$ cat src/rtl/norm_shift_arbiter.sv
// rtl/norm_shift_arbiter.sv - two-requester round-robin front end to one shared mantissa normalizer
//
// Purpose:
//   Two requesters compete for one leading-zero count and a 5-stage logarithmic
//   left shifter. The winner's mantissa is normalized, with the shift clamped so
//   the exponent never goes below 0. The result goes into a single output register
//   with valid/ready handshake, so throughput is one result per cycle.
//
// Optional feature:
//   NORM_STAT_EN - when defined, adds saturating per-requester grant counters
//                  o_cnt0/o_cnt1 (CNT_W bits wide).
//
// Ports:
//   i_clk, i_rst                   clock, synchronous active-high reset
//   i_reqN_valid / o_reqN_ready    requester N handshake (N = 0, 1)
//   i_reqN_mant / i_reqN_exp       requester N unnormalized mantissa and biased exponent
//   o_valid / i_ready              result handshake
//   o_mant, o_exp, o_zero, o_id    normalized mantissa, adjusted exponent, zero flag, source
//   o_cnt0, o_cnt1                 grant counters (NORM_STAT_EN only)

module norm_shift_arbiter #(
    parameter int EXP_W = 8,
    parameter int CNT_W = 16
) (
    input  logic             i_clk,
    input  logic             i_rst,
    input  logic             i_req0_valid,
    input  logic             i_req1_valid,
    output logic             o_req0_ready,
    output logic             o_req1_ready,
    input  logic [27:0]      i_req0_mant,
    input  logic [27:0]      i_req1_mant,
    input  logic [EXP_W-1:0] i_req0_exp,
    input  logic [EXP_W-1:0] i_req1_exp,
`ifdef NORM_STAT_EN
    output logic [CNT_W-1:0] o_cnt0,
    output logic [CNT_W-1:0] o_cnt1,
`endif
    output logic             o_valid,
    input  logic             i_ready,
    output logic [27:0]      o_mant,
    output logic [EXP_W-1:0] o_exp,
    output logic             o_zero,
    output logic             o_id
);

    // Compare width wide enough to hold both the exponent and lzc (0..28).
    localparam int XW = (EXP_W > 6) ? EXP_W : 6;

    logic             rr_ptr;      // requester favoured on the next tie
    logic             accept;
    logic             gnt_any;
    logic             gnt_id;
    logic             xfer;
    logic [27:0]      sel_mant;
    logic [EXP_W-1:0] sel_exp;
    logic [4:0]       lzc;
    logic [4:0]       sh;
    logic [XW-1:0]    exp_x;
    logic [XW-1:0]    lzc_x;
    logic [EXP_W-1:0] nxt_exp;
    logic             nxt_zero;
    logic [27:0]      stage [0:5];

    // Arbitration: a lone requester wins outright; a tie goes to rr_ptr.
    always_comb begin
        accept       = !o_valid || i_ready;
        gnt_any      = i_req0_valid || i_req1_valid;
        gnt_id       = (i_req0_valid && i_req1_valid) ? rr_ptr : i_req1_valid;
        o_req0_ready = !i_rst && accept && i_req0_valid && !gnt_id;
        o_req1_ready = !i_rst && accept && i_req1_valid && gnt_id;
        xfer         = o_req0_ready || o_req1_ready;
        sel_mant     = gnt_id ? i_req1_mant : i_req0_mant;
        sel_exp      = gnt_id ? i_req1_exp  : i_req0_exp;
    end

    // Leading-zero count. The ascending scan lets the highest set bit win; all-zero gives 28.
    always_comb begin
        lzc = 5'd28;
        for (int i = 0; i < 28; i++) begin
            if (sel_mant[i]) begin
                lzc = 5'(27 - i);
            end
        end
    end

    // Shift selection. When exp <= lzc the shift is clamped to exp, which is
    // at most 28, so it fits in the 5-bit shift amount.
    always_comb begin
        exp_x    = XW'(sel_exp);
        lzc_x    = XW'(lzc);
        nxt_zero = (sel_mant == 28'd0);
        sh       = 5'd0;
        nxt_exp  = '0;
        if (!nxt_zero) begin
            if (exp_x > lzc_x) begin
                sh      = lzc;
                nxt_exp = sel_exp - EXP_W'(lzc);
            end else begin
                sh      = exp_x[4:0];
                nxt_exp = '0;
            end
        end
    end

    // Shared logarithmic shifter: stage k shifts by 2**k when sh[k] is set.
    always_comb begin
        stage[0] = sel_mant;
        for (int k = 0; k < 5; k++) begin
            stage[k+1] = sh[k] ? (stage[k] << (1 << k)) : stage[k];
        end
    end

    always_ff @(posedge i_clk) begin
        if (i_rst) begin
            o_valid <= 1'b0;
            o_mant  <= '0;
            o_exp   <= '0;
            o_zero  <= 1'b0;
            o_id    <= 1'b0;
            rr_ptr  <= 1'b0;
        end else if (xfer) begin
            o_valid <= 1'b1;
            o_mant  <= stage[5];
            o_exp   <= nxt_exp;
            o_zero  <= nxt_zero;
            o_id    <= gnt_id;
            rr_ptr  <= !gnt_id;
        end else if (i_ready) begin
            o_valid <= 1'b0;
        end
    end

`ifdef NORM_STAT_EN
    always_ff @(posedge i_clk) begin
        if (i_rst) begin
            o_cnt0 <= '0;
            o_cnt1 <= '0;
        end else begin
            if (o_req0_ready && (o_cnt0 != '1)) begin
                o_cnt0 <= o_cnt0 + 1'b1;
            end
            if (o_req1_ready && (o_cnt1 != '1)) begin
                o_cnt1 <= o_cnt1 + 1'b1;
            end
        end
    end
`else
    // CNT_W only sizes the statistics counters, which are absent in this build.
    logic unused_cnt_w;
    assign unused_cnt_w = (CNT_W > 0) && gnt_any;
`endif

endmodule

$ cat config.mk
export PLATFORM = sky130hd
export DESIGN_NAME = norm_shift_arbiter
export DESIGN_NICKNAME = d
export VERILOG_FILES = /design/src/rtl/norm_shift_arbiter.sv
export SDC_FILE = /design/constraint.sdc
export NUM_CORES = 1
export LEC_CHECK = 0
export CAP_MARGIN = 0
export CORE_ASPECT_RATIO = 1.75
export CORE_MARGIN = 8
export CORE_UTILIZATION = 50
export DETAILED_ROUTE_END_ITERATION = 16
export PLACE_DENSITY = 0.78
export SLEW_MARGIN = 20
export SYNTH_ARGS = -nofsm -noshare
export SYNTH_HDL_FRONTEND = slang
export SYNTH_SLANG_ARGS = --single-unit
$ cat constraint.sdc
create_clock -name i_clk -period 7.8 [get_ports i_clk]
set_clock_uncertainty 0.1 [all_clocks]
set_input_delay 0.78 -clock i_clk [delete_from_list [all_inputs] [get_ports i_clk]]
set_output_delay 0.78 -clock i_clk [all_outputs]
set_load 0.1 [all_outputs]
==> metrics.yaml, run 1 <==
status:
  status: "complete, no violations"
floorplanning:
  ios: 118
  rows: 45
  fp.dieArea_um2: 12400
  die_x_um: 87.5
  coreArea_um2: 8670
  start_util_pct: 51.6
  die_h_um: 141
layout:
  n_fill_cell: 792
  fin_cells: 824
  layout_commonest_cell: "clkdlybuf4s50_1"
  num_antenna_cells: 0
  final_nets: 789
  final_util_pct: 68.3
  fin_area_um2: 5930
  areaGrowthSynthToFinish_pct: 32.3
  drive_gt1_share_pct: 8.63
  final_cell_mix: "clkdlybuf4s50_1, nor2_1, nand2_1"
global_route:
  grt_pass1_wl_um: 29400
  gr-usage-met2_pct: 55.1
  antenna_found_initial: 0
  grt_usage_pct: 30.5
  grt_use_met3_pct: 4.31
  busiest_layer: "met2"
  use_met1_pct: 30.1
  grt-ovfl-total: 0
  grt_pass1_vias: 5530
  grt_max_degree: 32
sta:
  maxSlewHeadroom_pct: 32.8
  rsz0062_at_grt: "false"
  finalHoldViolCount: 0
  setup_viol: 0
  worst_pin_slew_ns: 1.00
  finalSetupTns_ns: 0
  drv_slew: 0
  fin_crit_sh_pct: 83.9
  fin_crit_ns: 6.55
  fin_ws_ns: 1.25
  fmax_mhz: 153
  holdWs_ns: 0.355
logic_synthesis:
  netlist_area_um2: 4480
  yosysSeqAreaShare_pct: 17.9
  synthArstFlopShare_pct: 0
  syn_area_per_cell_um2: 7.39
  synth_edf_count: 0
  synth-seq-cells: 40
  syn-instance-count: 606
  syn-num-nets: 689
  synth_ff_type: "dfxtp_1"
  yosysWarnings: 0
  synth_cell_types: 72
clock_network:
  cts.sinks: 40
  postCtsHoldBufs: 0
  cts_tree: "built"
  cts_resized: 0
  post_cts_buffers: 0
  clk_latency_ns: 0.29
  cts_buffers: 5
  cts_htree_levels: 2
  cts_max_path_buffers: 2
  cts.root.buffer_cell: "clkbuf_16"
  cts.clk_slew.worst_paths_ns: 0.06
critical_path:
  critPathLaunchType: "input port"
  criticalPathCategory: "input port to flip-flop"
  crit_arrival_ns: 6.66
  cp-end-kind: "flip-flop"
  cp.required_ns: 7.91
  path_max_fanout: 17
pwr:
  power.total_mw: 1.18
  power_frac_comb_pct: 57.6
  p_leak_nw: 2.28
  p_seq_share_pct: 21.4
  p_clk_share_pct: 21.0
  p_sw_share_pct: 48.3
  internal_power_mw: 0.607
  power_density_nw_per_um2: 198
  peakVddDrop_mv: 0.109
  p_sw_mw: 0.568
placed_design:
  post_dp_cell_area_um2: 5750
  dp_hpwl_um: 15700
  dp_cells: 816
  place_ws_ns: 1.06
  port_buffers: 117
  place_congestion: 1.00
routing:
  routedWlPerCell_um: 23.3
  postRouteAntennaNets: 0
  num_vias: 5659
  drtIter0Drc: 581
  dr.pass1.iters: 5
  avgViaCountPerCell: 6.87
  drc: 0
  wl_um: 19200
job:
  cap_violations: 0
worst_hold_path:
  hp-class: "flip-flop to flip-flop"
[final timing paths]
kind	start	to	slack (ns)	cells after the start
worst min-delay path	o_zero	o_zero	0.36	2
worst max register to register	rr_ptr	o_mant[11]	1.94	18
worst min register to register	o_zero	o_zero	0.36	2
worst max-delay path	i_req0_valid	o_mant[11]	1.25	19
[sequential cells by signal, summed over array words and instances (netlist names)]
name / flops
o_id: 1
o_valid: 1
o_zero: 1
o_mant: 28
rr_ptr: 1
o_exp: 8
[cell usage after synthesis, drive strengths merged (3+ instances only)]
| library cell | instances | share of area (%) |
|---|---|---|
| o21ai | 39 | 4.4 |
| nor2 | 58 | 4.9 |
| o2bb2ai | 3 | 0.59 |
| nor3 | 13 | 1.5 |
| nand2b | 9 | 1.3 |
| and3 | 6 | 0.84 |
| o31ai | 5 | 0.84 |
| o211a | 4 | 0.89 |
| a211o | 5 | 0.98 |
| a221oi | 3 | 0.87 |
| and2 | 6 | 0.84 |
| ha | 5 | 1.4 |
| mux4 | 8 | 4.0 |
| or4 | 6 | 1.0 |
| nand3 | 32 | 3.6 |
| a22oi | 13 | 2.2 |
| a32oi | 12 | 2.3 |
| a311o | 4 | 0.89 |
| inv | 21 | 1.8 |
| a2111oi | 5 | 1.0 |
| nor4 | 13 | 1.8 |
| a31oi | 3 | 0.42 |
| nand4 | 7 | 0.98 |
| o221ai | 5 | 1.4 |
| dfxtp | 40 | 18 |
| o211ai | 33 | 5.5 |
| nor2b | 8 | 1.3 |
| buf | 23 | 2.9 |
| o21a | 5 | 0.84 |
| or3 | 7 | 0.98 |
| clkbuf | 21 | 1.8 |
| a21o | 6 | 1.0 |
| a211oi | 6 | 1.0 |
| o2111ai | 3 | 0.59 |
| mux2i | 31 | 6.9 |
| nand2 | 53 | 4.5 |
| a21oi | 40 | 4.5 |
| mux2 | 13 | 3.4 |
[critical path: stages]
cell             delay (ns)
clkdlybuf4s50_1        0.56
nor2b_4                0.37
nor2_2                 0.24
a221oi_2               0.35
o2111ai_1              0.21
o221ai_4               0.29
inv_1                  0.08
ha_1                   0.24
fa_1                   0.43
nand2b_1               0.20
a21oi_1                0.32
o21ai_0                0.17
nand2_1                0.18
or3_1                  0.25
o21a_1                 0.60
mux2_2                 0.49
mux2i_1                0.53
a32oi_1                0.21
o21ai_0                0.13
[per-layer routing]
layer	vias to the layer above	share of wire, %
met5	-	0
met4	0	7.3
met3	104	7.0
met2	399	52
met1	2609	33
li1	2547	-
[kinds of logic after synthesis]
group | share of synthesized area, %
AOI/OAI and AO/OA | 34.9
xor gates and xnor gates | 0.587
adders and majority gates | 1.84
buffers and inverters | 6.43
DFF | 17.9
muxes | 14.3
and+or+nand+nor | 24.1
[power groups by stage]
stage | clock (mW) | sequential (mW) | combinational, mW
floorplan | 0 | 0.457 | 0.259
global placement | 0 | 0.254 | 0.661
detailed placement | 0 | 0.255 | 0.665
CTS | 0.246 | 0.251 | 0.667
global route | 0.256 | 0.254 | 0.706
finish | 0.246 | 0.252 | 0.678
[layout make-up]
cell class,instances,area [um^2],area share [%]
Multi-Input combinational cell,501,3400,57.4
Tap cell,117,146,2.47
Clock inverter,2,38.8,0.655
Clock buffer,6,139,2.34
Inverter,21,78.8,1.33
Timing Repair Buffer,137,1320,22.3
Sequential cell,40,801,13.5
Power figures use the tool's default switching activity.
==> run 2: changes to the inputs <==
CORE_UTILIZATION = 45   (was 50)
PLACE_DENSITY = 0.74   (was 0.78)
clock period = 6 ns   (was 7.8 ns; I/O delays follow)
==> run 2 against run 1 <==
Sequential cell count is the same; critical path depth grew 2; routed wire length grew 7.8%; sequential share of layout area shrank 0.51 points; global-route usage shrank 0.64 points; first-iteration DRC count shrank 22%; combinational power grew 33%; sequential power grew 29%; die area grew 9.4%; total power grew 31%; count of clock-buffer cells in the layout shrank 1; utilization shrank 5.4 points; critical endpoint is now o_mant[26].
==> metrics.yaml, run 2 (synthesis gave the netlist of run 1 again) <==
global_route:
  grt_pass1_vias: 5790
  grt_max_degree: 34
  grt_usage_pct: 29.9
  grt-ovfl-total: 0
  antenna_found_initial: 0
  grt_pass1_wl_um: 32200
layout:
  largestRegisters: "o_mant x28, o_exp x8"
  final_cell_mix: "clkdlybuf4s50_1, nor2_1, nand2_1"
  regMostFlops: "o_mant"
  largest_register_ffs: 28
  n_fill_cell: 876
  num_antenna_cells: 0
  layout_commonest_cell: "clkdlybuf4s50_1"
  drive_gt1_share_pct: 12.4
  final_util_pct: 62.9
  final_nets: 817
  fin_area_um2: 6160
  areaGrowthSynthToFinish_pct: 37.5
critical_path:
  cp.required_ns: 6.13
  criticalPathCategory: "input port to flip-flop"
  r2r_slack_ns: 0.58
  r2r-start: "rr_ptr"
  r2r_cells: 21
  path_max_fanout: 14
  crit_arrival_ns: 5.88
  cp-end-kind: "flip-flop"
  critPathLaunchType: "input port"
  r2r_end: "o_mant[26]"
sta:
  setup_viol: 0
  maxSlewHeadroom_pct: 31.2
  holdWs_ns: 0.363
  fin_crit_ns: 5.75
  worst_pin_slew_ns: 1.03
  drv_slew: 0
  finalSetupTns_ns: 0
  finalHoldViolCount: 0
  fmax_mhz: 174
  rsz0062_at_grt: "false"
  fin_ws_ns: 0.252
  fin_crit_sh_pct: 95.8
pwr:
  peakVddDrop_mv: 0.232
  p_leak_nw: 2.42
  power_density_nw_per_um2: 250
placed_design:
  port_buffers: 117
  dp_hpwl_um: 17000
  post_dp_cell_area_um2: 5980
  place_congestion: 1.04
  place_ws_ns: 0.103
clock_network:
  cts_buffers: 5
  cts_max_path_buffers: 2
  cts.clk_slew.worst_paths_ns: 0.06
  postCtsHoldBufs: 0
  cts_resized: 0
  post_cts_buffers: 0
  cts.root.buffer_cell: "clkbuf_16"
  clk_latency_ns: 0.28
  cts.sinks: 40
  cts_htree_levels: 2
  cts_tree: "built"
worst_hold_path:
  hp-class: "flip-flop to flip-flop"
  min_path_cells: 2
  hp-start: "o_mant[5]"
  min_to: "o_mant[5]"
routing:
  avgViaCountPerCell: 6.70
  routedWlPerCell_um: 24.1
  drtIter0Drc: 452
  wl_um: 20700
  num_vias: 5758
  dr.pass1.iters: 7
  postRouteAntennaNets: 0
  drc: 0
floorplanning:
  ios: 118
  die_x_um: 91.4
  die_h_um: 148
  rows: 48
  fp.dieArea_um2: 13500
  start_util_pct: 45.7
  coreArea_um2: 9790
job:
  cap_violations: 0
status:
  status: "complete, no violations"
## run 2: changes by cell type in the layout (fill, tap and decap cells not counted)
cell | before | now
buf_4 | 20 | 47
clkbuf_8 | 1 | 0
o21a_1 | 5 | 4
mux2i_2 | 0 | 1
mux2i_1 | 31 | 30
inv_6 | 0 | 1
clkinv_4 | 1 | 0
clkinvlp_4 | 0 | 1
buf_12 | 0 | 1
o21a_2 | 0 | 1
## run 2: cell type report
cell class,count,area (um^2),share of cell area (%)
Clock buffer,5,125,2.03
Clock inverter,3,46.3,0.752
Inverter,21,78.8,1.28
Multi-Input combinational cell,501,3410,55.3
Sequential cell,40,801,13.0
Tap cell,125,156,2.54
Timing Repair Buffer,165,1540,25.1
## run 2: worst max-delay path by stage
stage                     from  cells after the start    endpoint  slack (ns)
6_report          i_req0_valid                     21  o_mant[26]        0.25
4_1_cts           i_req1_valid                     21  o_mant[26]        0.37
2_1_floorplan     i_req1_valid                     22  o_mant[26]        0.52
3_5_place_dp      i_req1_valid                     21  o_mant[26]        0.10
3_3_place_gp   i_req1_mant[22]                     20  o_mant[19]        0.19
5_1_grt           i_req1_valid                     21  o_mant[19]       0.004
## run 2: critical path, cell delays in order
cell and delay [ns]:
clkdlybuf4s50_1 0.45, nor2b_4 0.18, or4_1 0.42, a221oi_2 0.28
o2111ai_1 0.21, o221ai_4 0.18, inv_1 0.07, ha_1 0.23
fa_1 0.45, nand2b_1 0.21, a21oi_1 0.25, o21a_1 0.22
nor2_1 0.12, buf_4 0.20, a311o_1 0.34, nand2_1 0.15
buf_4 0.25, mux4_2 0.38, and2_1 0.18, a2111oi_0 0.32
or4_1 0.17
## run 2: routing by layer
metal	vias up	global-route usage [%]	part of all wire (%)
met3	95	4.11	5.1
li1	2617	-	-
met1	2749	29.0	34
met2	297	54.9	53
met4	0	23.6	7.4
met5	-	0	0
## run 2: where the power goes
part / switching (mW) / leakage, nW / internal (mW)
Clock: 0.114 / 0.0804 / 0.198
Sequential: 0.0222 / 0.330 / 0.304
Combinational: 0.609 / 2.01 / 0.295
## run 2: metrics by stage
step | std cells | total power, mW
2_1_floorplan | 606 | 0.931
3_3_place_gp | 852 | 1.21
3_5_place_dp | 852 | 1.22
4_1_cts | 860 | 1.53
5_1_grt | 860 | 1.60
6_report | 860 | 1.54
==> run 3: changes to the inputs <==
CORE_UTILIZATION = 50   (was 45)
PLACE_DENSITY = 0.78   (was 0.74)
clock period = 5.4 ns   (was 6 ns; I/O delays follow)
==> run 3 against run 2 <==
Count of clock-buffer cells in the layout up 1; non-clock buffer count increased by 61; critical endpoint unchanged; largest cell class unchanged; clock power up 14%; critical path depth is the same.
==> metrics.yaml, run 3 (synthesis gave the netlist of run 1 again) <==
routing:
  postRouteAntennaNets: 0
  wl_um: 20800
  routedWlPerCell_um: 22.8
  num_vias: 6051
  drtIter0Drc: 579
  avgViaCountPerCell: 6.63
  dr.pass1.iters: 7
  drc: 0
placed_design:
  post_dp_cell_area_um2: 6440
  place_congestion: 1.05
  place_ws_ns: -0.245
  port_buffers: 117
  dp_hpwl_um: 16700
layout:
  final_cell_mix: "clkdlybuf4s50_1, buf_4, nor2_1"
  drive_gt1_share_pct: 21.4
  num_antenna_cells: 0
  largestRegisters: "o_mant x28, o_exp x8"
  regMostFlops: "o_mant"
  largest_register_ffs: 28
  areaGrowthSynthToFinish_pct: 50.9
  fin_area_um2: 6760
  layout_commonest_cell: "clkdlybuf4s50_1"
  final_nets: 878
critical_path:
  criticalPathCategory: "input port to flip-flop"
  cp-end-kind: "flip-flop"
  path_max_fanout: 5
  critPathLaunchType: "input port"
  crit_arrival_ns: 5.33
  cp.required_ns: 5.46
status:
  status: "complete, no violations"
sta:
  drv_slew: 0
  fin_crit_ns: 5.26
  holdWs_ns: 0.357
  worst_pin_slew_ns: 1.03
  maxSlewHeadroom_pct: 31.4
  setup_viol: 0
  finalHoldViolCount: 0
  fmax_mhz: 190
  fin_ws_ns: 0.136
  fin_crit_sh_pct: 97.5
pwr:
  power_density_nw_per_um2: 268
  peakVddDrop_mv: 0.193
  power.total_mw: 1.81
  p_leak_nw: 2.76
clock_network:
  postCtsHoldBufs: 0
  cts.clk_slew.worst_paths_ns: 0.06
  cts_buffers: 5
  cts.sinks: 40
  cts.root.buffer_cell: "clkbuf_16"
  cts_tree: "built"
  clk_latency_ns: 0.29
  cts_max_path_buffers: 2
  cts_htree_levels: 2
worst_hold_path:
  hp-class: "flip-flop to flip-flop"
global_route:
  grt_pass1_wl_um: 32000
  grt-ovfl-total: 0
  grt_pass1_vias: 6045
  antenna_found_initial: 0
  grt_usage_pct: 33.3
  grt_max_degree: 34
job:
  cap_violations: 0
floorplanning:
  start_util_pct: 51.6
  rows: 45
  ios: 118
  coreArea_um2: 8670
  die_x_um: 87.5
  fp.dieArea_um2: 12400
  die_h_um: 141
==> run 3: changes by cell type in the layout (fill, tap and decap cells not counted), moves of 2 or more <==
cell / before / now
a21oi_4: 0 / 2
clkdlybuf4s50_1: 117 / 114
buf_12: 1 / 4
o21ai_2: 1 / 3
nand2b_1: 9 / 7
a21oi_1: 40 / 37
buf_4: 47 / 106
==> run 3: power breakdown <==
group	total [mW]	switching (mW)	internal, mW
Sequential	0.363	0.0252	0.338
Combinational	1.09	0.701	0.389
Clock	0.355	0.124	0.231
Total	1.81	0.850	0.958
==> run 3: path summary, 6_finish.rpt <==
path              slack [ns]    endpoint  cells after the start    startpoint
hold / removal          0.36  o_mant[14]                      2    o_mant[14]
hold reg to reg         0.36  o_mant[14]                      2    o_mant[14]
setup / recovery        0.14  o_mant[26]                     21  i_req1_valid
setup reg to reg        0.46  o_mant[26]                     22        rr_ptr
==> run 3: cell type report <==
cell class / instances / area [um^2]
well taps: 117 / 146
inverters: 21 / 78.8
clock inverters: 2 / 38.8
repair buffers: 226 / 2040
flip-flops and latches: 40 / 801
multi-input cells: 501 / 3510
clock buffers: 6 / 139
fillers: 661 / 1910
==> run 3: timing repair <==
action / CTS / global route
pin swaps: 0 / 9
endpoints found under the setup margin: 1 / 28
buffers inserted: 0 / 3
gates resized for setup: 1 / 25
==> run 3: routing by layer <==
| metal | routed length [um] | GRT usage [%] | share of wire (%) | vias up |
|---|---|---|---|---|
| li1 | - | - | - | 2730 |
| met1 | 7130 | 33.3 | 34 | 2804 |
| met2 | 10600 | 58.5 | 51 | 402 |
| met3 | 1440 | 6.52 | 6.9 | 115 |
| met4 | 1650 | 25.3 | 7.9 | 0 |
| met5 | 0 | 0 | 0 | - |
==> run 3: critical path, stage by stage <==
cell and delay [ns]:
clkdlybuf4s50_1 0.48, inv_1 0.07, or4_4 0.50, a221oi_4 0.31
o2111ai_2 0.18, o221ai_4 0.21, inv_1 0.08, ha_1 0.24
fa_1 0.46, nand2b_4 0.18, a21oi_4 0.16, o21a_1 0.18
nor2_2 0.08, buf_4 0.19, a21oi_4 0.16, buf_4 0.14
nand3_1 0.09, and3_1 0.19, a211o_1 0.28, o211a_1 0.13
or4_1 0.45
==> run 3: per-stage QoR <==
stage               TNS, ns  utilization [%]  cells
floorplan                 0                -    606
global placement      -1.82             74.3    902
detailed placement    -3.79             74.3    902
CTS                       0             76.3    910
global route         -0.204             78.0    913
finish                    0             78.0    913
